### src/rtl/parity_frame_checker_sat_counter.sv
// Saturating up-counter with a synchronous clear that takes effect before
// the increment, so clear and increment on the same edge yield 1.
module sat_counter #(
    parameter int W = 16
) (
    input  logic         clk,
    input  logic         rst,
    input  logic         clr,
    input  logic         inc,
    output logic [W-1:0] cnt
);

    logic [W-1:0] base;

    // Holds at the all-ones value instead of wrapping.
    function automatic logic [W-1:0] sat_inc(input logic [W-1:0] v);
        return (&v) ? v : v + W'(1);
    endfunction

    assign base = clr ? '0 : cnt;

    // Count register: clear first, then saturating increment.
    always_ff @(posedge clk or posedge rst) begin
        if (rst) begin
            cnt <= '0;
        end else begin
            cnt <= inc ? sat_inc(base) : base;
        end
    end

endmodule

### config.mk
export PLATFORM = sky130hd
export DESIGN_NAME = sat_counter
export DESIGN_NICKNAME = d
export VERILOG_FILES = /design/src/rtl/parity_frame_checker_sat_counter.sv
export SDC_FILE = /design/constraint.sdc
export NUM_CORES = 1
export LEC_CHECK = 0
export CAP_MARGIN = 25
export CORE_MARGIN = 1.5
export CORE_UTILIZATION = 49
export DETAILED_ROUTE_END_ITERATION = 8
export MAX_ROUTING_LAYER = met4
export PLACE_DENSITY = 0.76
export SLEW_MARGIN = 25
export SYNTH_ARGS = -nofsm -noshare
export SYNTH_HDL_FRONTEND = slang
export SYNTH_SLANG_ARGS = --single-unit
### constraint.sdc
create_clock -name clk -period 2 [get_ports clk]
set_input_delay 0.2 -clock clk [delete_from_list [all_inputs] [get_ports clk]]
set_output_delay 0.2 -clock clk [all_outputs]
set_load 0.005 [all_outputs]
### Word level (Yosys, flattened, before mapping)

Index checks and enable logic that the tools add are counted.

| storage, ports and cells | value |
|---|---|
| register bits | 16 |
| bits of input ports | 4 |
| output and inout bits | 16 |

| cells by class | value |
|---|---|
| add/subtract/negate cells | 1 |
| multiplexer cells | 3 |
| reductions and logical operators | 1 |

Operator list:

| cell | count |
|---|---|
| 2-to-1 mux 16 bit | 3 |
| adder 16 x 1 -> 16 bit (second input constant) | 1 |
| AND reduction 16 bit | 1 |

### Depth between registers and ports, before layout

| logic depth | value |
|---|---|
| depth in word-level cells | 4 |
| mapped depth | 8 |

### Least setup slack after synthesis

No wires, ideal clock.

| timing path | value |
|---|---|
| path type | input -> register |
| start point | in clr |
| end point | reg cnt[1] |
| setup time | 125 ps |
| arrival | 1873 ps |
| required time | 1875 ps |
| slack | 3 ps |
| stages | 8 |
| path buffers | 2 |
| path through | buf_6 > buf_2 > nor2b_1 > ha_1 > nand3b_4 > nor4_4 > a21oi_1 > mux2_2 |

| on the way | value |
|---|---|
| cells in the longest elaborated chain, start to end | 4 |

RTL lines:

| element | line | source |
|---|---|---|
| from (decl) | 8 | `input logic clr,` |
| 2-to-1 mux 16 bit * | 20 | `assign base = clr ? '0 : cnt;` |
| adder 16 x 1 -> 16 bit or AND reduction 16 bit (tied branches) | 17 | `return (&v) ? v : v + W'(1);` |
| 2-to-1 mux 16 bit | 17 |  |
| 2-to-1 mux 16 bit * | 27 | `cnt <= inc ? sat_inc(base) : base;` |
| to (signal assigned) | 27 |  |
| to (decl) | 10 | `output logic [W-1:0] cnt` |

Every way passes the cells marked *; elsewhere a longest branch is shown, timed or not.

### Final worst setup path

| timing path | value |
|---|---|
| start point | reg cnt[0] |
| end point | reg cnt[9] |

| on the way | value |
|---|---|
| cells in the longest elaborated chain, start to end | 4 |

RTL lines:

| element | line |
|---|---|
| 2-to-1 mux 16 bit * | 20 |
| adder 16 x 1 -> 16 bit or AND reduction 16 bit (tied branches) | 17 |
| 2-to-1 mux 16 bit * | 17 |
| 2-to-1 mux 16 bit * | 27 |

Marked as above.

==> run_results.csv <==
group,metric,value,unit
status,status,"finished clean",
flow_run,maxCapViolations,0,
pwr,vdd_drop_max,0.369,mV
cells_and_area,regArea,400,sq um
sta,post-route-min-period,1.92,ns
worst_hold_path,hold_class,"input pin to asynchronous set/reset pin",
global_routing,grt_usage,25.1,%
routing,drt_iter0_drc,24,
synthesis,synthArstFlopShare,100,%
synthesis,synth_ff_type,"dfrtp_1",
clock_network,clock_sinks,16,
clock_network,clock-root-buffer,"clkbuf_4",
critical_path,r2r-start,"cnt[0]$_DFF_PP0_",
synthesis,yosys.area_share.simple,32.5,%
synthesis,synthAdderAreaFrac,1.24,%
synthesis,synth-compound-area-share,15.8,%
routing,firstDrtPassIters,4,
clock_network,clk_pin_slew,0.10,ns
cells_and_area,diodes,0,
floorplan,die_height,48.3,microns
synthesis,synth_xor_area_share,2.61,%
routing,routed_wl,2690,microns
synthesis,synth_nets,107,
cells_and_area,areaGrowthSynthToFinish,38.3,%
pwr,leakagePower,0.634,nW
synthesis,synth_warnings,0,
clock_network,htree_levels,1,
clock_network,clock_latency,0.28,ns
cells_and_area,fin_cells,167,
pwr,finalPower,598,uW
routing,num_vias,1013,
critical_path,crit_start,"cnt[0]$_DFF_PP0_",
critical_path,required,2.17,ns
global_routing,grt_max_degree,17,
sta,clock_skew,0.00292,ns
synthesis,ys_types,43,
cells_and_area,top_regs,"cnt (16)",
sta,hold_viol_final,0,
cells_and_area,final_util,71.6,%
sta,setup_tns,0,ns
place,dp_hpwl,2010,microns
sta,max-slew-margin-rel,57.2,%
place,dp.cells,162,
routing,via_per_inst,6.07,
sta,worst_pin_slew,0.641,ns
floorplan,die_w,48.3,microns
place,io_buffer_count,19,
sta,period_share,95.9,%
critical_path,ff2ff_path_depth,7,
sta,finalMaxSlewViolations,0,
sta,setup_viol,0,
sta,layout_setup_ws,0.0815,ns
routing,wl_per_cell,16.1,microns
synthesis,synth_top_family_by_area,"simple AND/OR/NAND/NOR gates",
critical_path,start_kind,"register",
critical_path,critical_path.max_fanout,4,
global_routing,grt_overflow,0,
synthesis,synth_edf_count,0,
synthesis,syn_area,0.00101,sq mm
clock_network,cts_buffer_depth,2,
place,dpl_worst_slack,-0.281,ns
synthesis,ys_seq_elements,16,
pwr,power_density,430,mW/mm^2
critical_path,cp.arrival,2.09,ns
cells_and_area,top_register,"cnt",
clock_network,tritoncts,"done",
routing,route.detailed.drc,0,
global_routing,grt_pass1_wl,4480,microns
cells_and_area,multi_input_area,587,sq um
synthesis,seq_area_frac_synth,39.8,%
sta,rsz0062_at_grt,"false",
cells_and_area,drive_above_1_share,26.4,%
critical_path,crit_type,"register to register",
cells_and_area,nets,147,
floorplan,rows,16,
global_routing,antenna_found_initial,0,
critical_path,r2r-end,"cnt[9]$_DFF_PP0_",
synthesis,synthMuxAreaShare,4.48,%
floorplan,io_pins,20,
floorplan,core,0.00194,sq mm
clock_network,cts_buffers,3,
cells_and_area,fillers,152,
cells_and_area,largest_register_ffs,16,
global_routing,grt_pass1_vias,1000,
routing,detail-route-antenna-nets,0,
critical_path,reg2reg_slack,0.08,ns
floorplan,dieArea,0.00233,sq mm
place,gp_congestion,0.950,
floorplan,initial_core_util,51.8,%
critical_path,end_kind,"register",
synthesis,netlist_instances,102,
sta,fmax,521,MHz
synthesis,avgSynthCellArea,9.86,sq um
==> cell usage after synthesis (all sizes together) (2+ instances only) <==
cell type | number | area, sq um
dfrtp | 16 | 400
nand2 | 11 | 41.3
nand3 | 6 | 35.0
a21oi | 5 | 25.0
nor3 | 5 | 30.0
a211oi | 4 | 30.0
mux2 | 4 | 45.0
nor2 | 4 | 15.0
a31oi | 3 | 18.8
and3 | 3 | 18.8
inv | 3 | 11.3
nand4 | 3 | 18.8
nor2b | 3 | 18.8
o21ai | 3 | 15.0
and2b | 2 | 15.0
buf | 2 | 16.3
nand3b | 2 | 27.5
nor4 | 2 | 27.5
or3 | 2 | 17.5
or4 | 2 | 18.8
xnor2 | 2 | 17.5
==> cell usage in the layout (no fill, tap or decap), types with 3 or more instances in the layout <==
master           count
a211oi_1             4
a21oi_1              5
a31oi_1              3
and3_1               3
buf_4               19
clkbuf_4             3
clkdlybuf4s50_1     19
dfrtp_1             16
inv_1                3
mux2_2               4
nand2_1             11
nand3_1              5
nand4_1              3
nor2_1               4
nor3_1               4
o21ai_0              3
==> cell families after synthesis <==
kind of cell | count (synthesis)
AOI/OAI and AO/OA | 23
xor gates and xnor gates | 3
adders and majority gates | 1
buffers and inverters | 7
DFF | 16
muxes | 4
and+or+nand+nor | 48
==> report_power, final <==
part           internal, mW  switching (mW)
registers             0.330         0.00452
clock network        0.0699           0.103
logic                0.0472          0.0436
==> worst max path at each step <==
stage / end / slack [ns] / cells after the start
CTS: cnt[9]$_DFF_PP0_ / 0.02 / 6
detailed placement: cnt[9]$_DFF_PP0_ / -0.28 / 7
floorplan: cnt[1]$_DFF_PP0_ / 0.003 / 8
global route: cnt[8]$_DFF_PP0_ / 0.03 / 7
finish: cnt[9]$_DFF_PP0_ / 0.08 / 7
global placement: cnt[9]$_DFF_PP0_ / -0.21 / 7
==> stage by stage <==
stage | hold slack (ns) | cell area [sq um]
floorplan | 0.114 | 1010
global placement | 0.513 | 1340
detailed placement | 0.519 | 1340
CTS | 0.312 | 1360
global route | 0.383 | 1390
finish | 0.290 | 1390
==> layout make-up <==
| cell class | instances | share of cell area (%) |
|---|---|---|
| tap | 27 | 2.43 |
| clock buffer | 3 | 1.62 |
| inverter | 4 | 1.08 |
| multi-input combinational | 79 | 42.2 |
| sequential | 16 | 28.8 |
| timing repair buffer | 38 | 23.9 |
==> critical path, stage by stage (launching register included) <==
cell       delay, ns
dfrtp_1         0.40
nor2b_2         0.17
ha_2            0.21
nand3b_4        0.10
nor4_4          0.05
buf_4           0.15
a2111oi_2       0.33
mux2_2          0.38
==> layer usage <==
metal | up-vias | track usage, % | part of all wire (%)
met3 | 8 | 4.94 | 4.2
met4 | 0 | 10.0 | 2.7
li1 | 473 | - | -
met5 | - | - | 0
met2 | 40 | 43.1 | 51
met1 | 492 | 28.9 | 42
==> what timing repair did <==
item | CTS | global route
gates resized for setup | 1 | 4
setup buffers | 0 | 2
hold buffers | 0 | 0
setup endpoints to repair | 1 | 9
No activity file was read; power rests on OpenSTA's default activity.
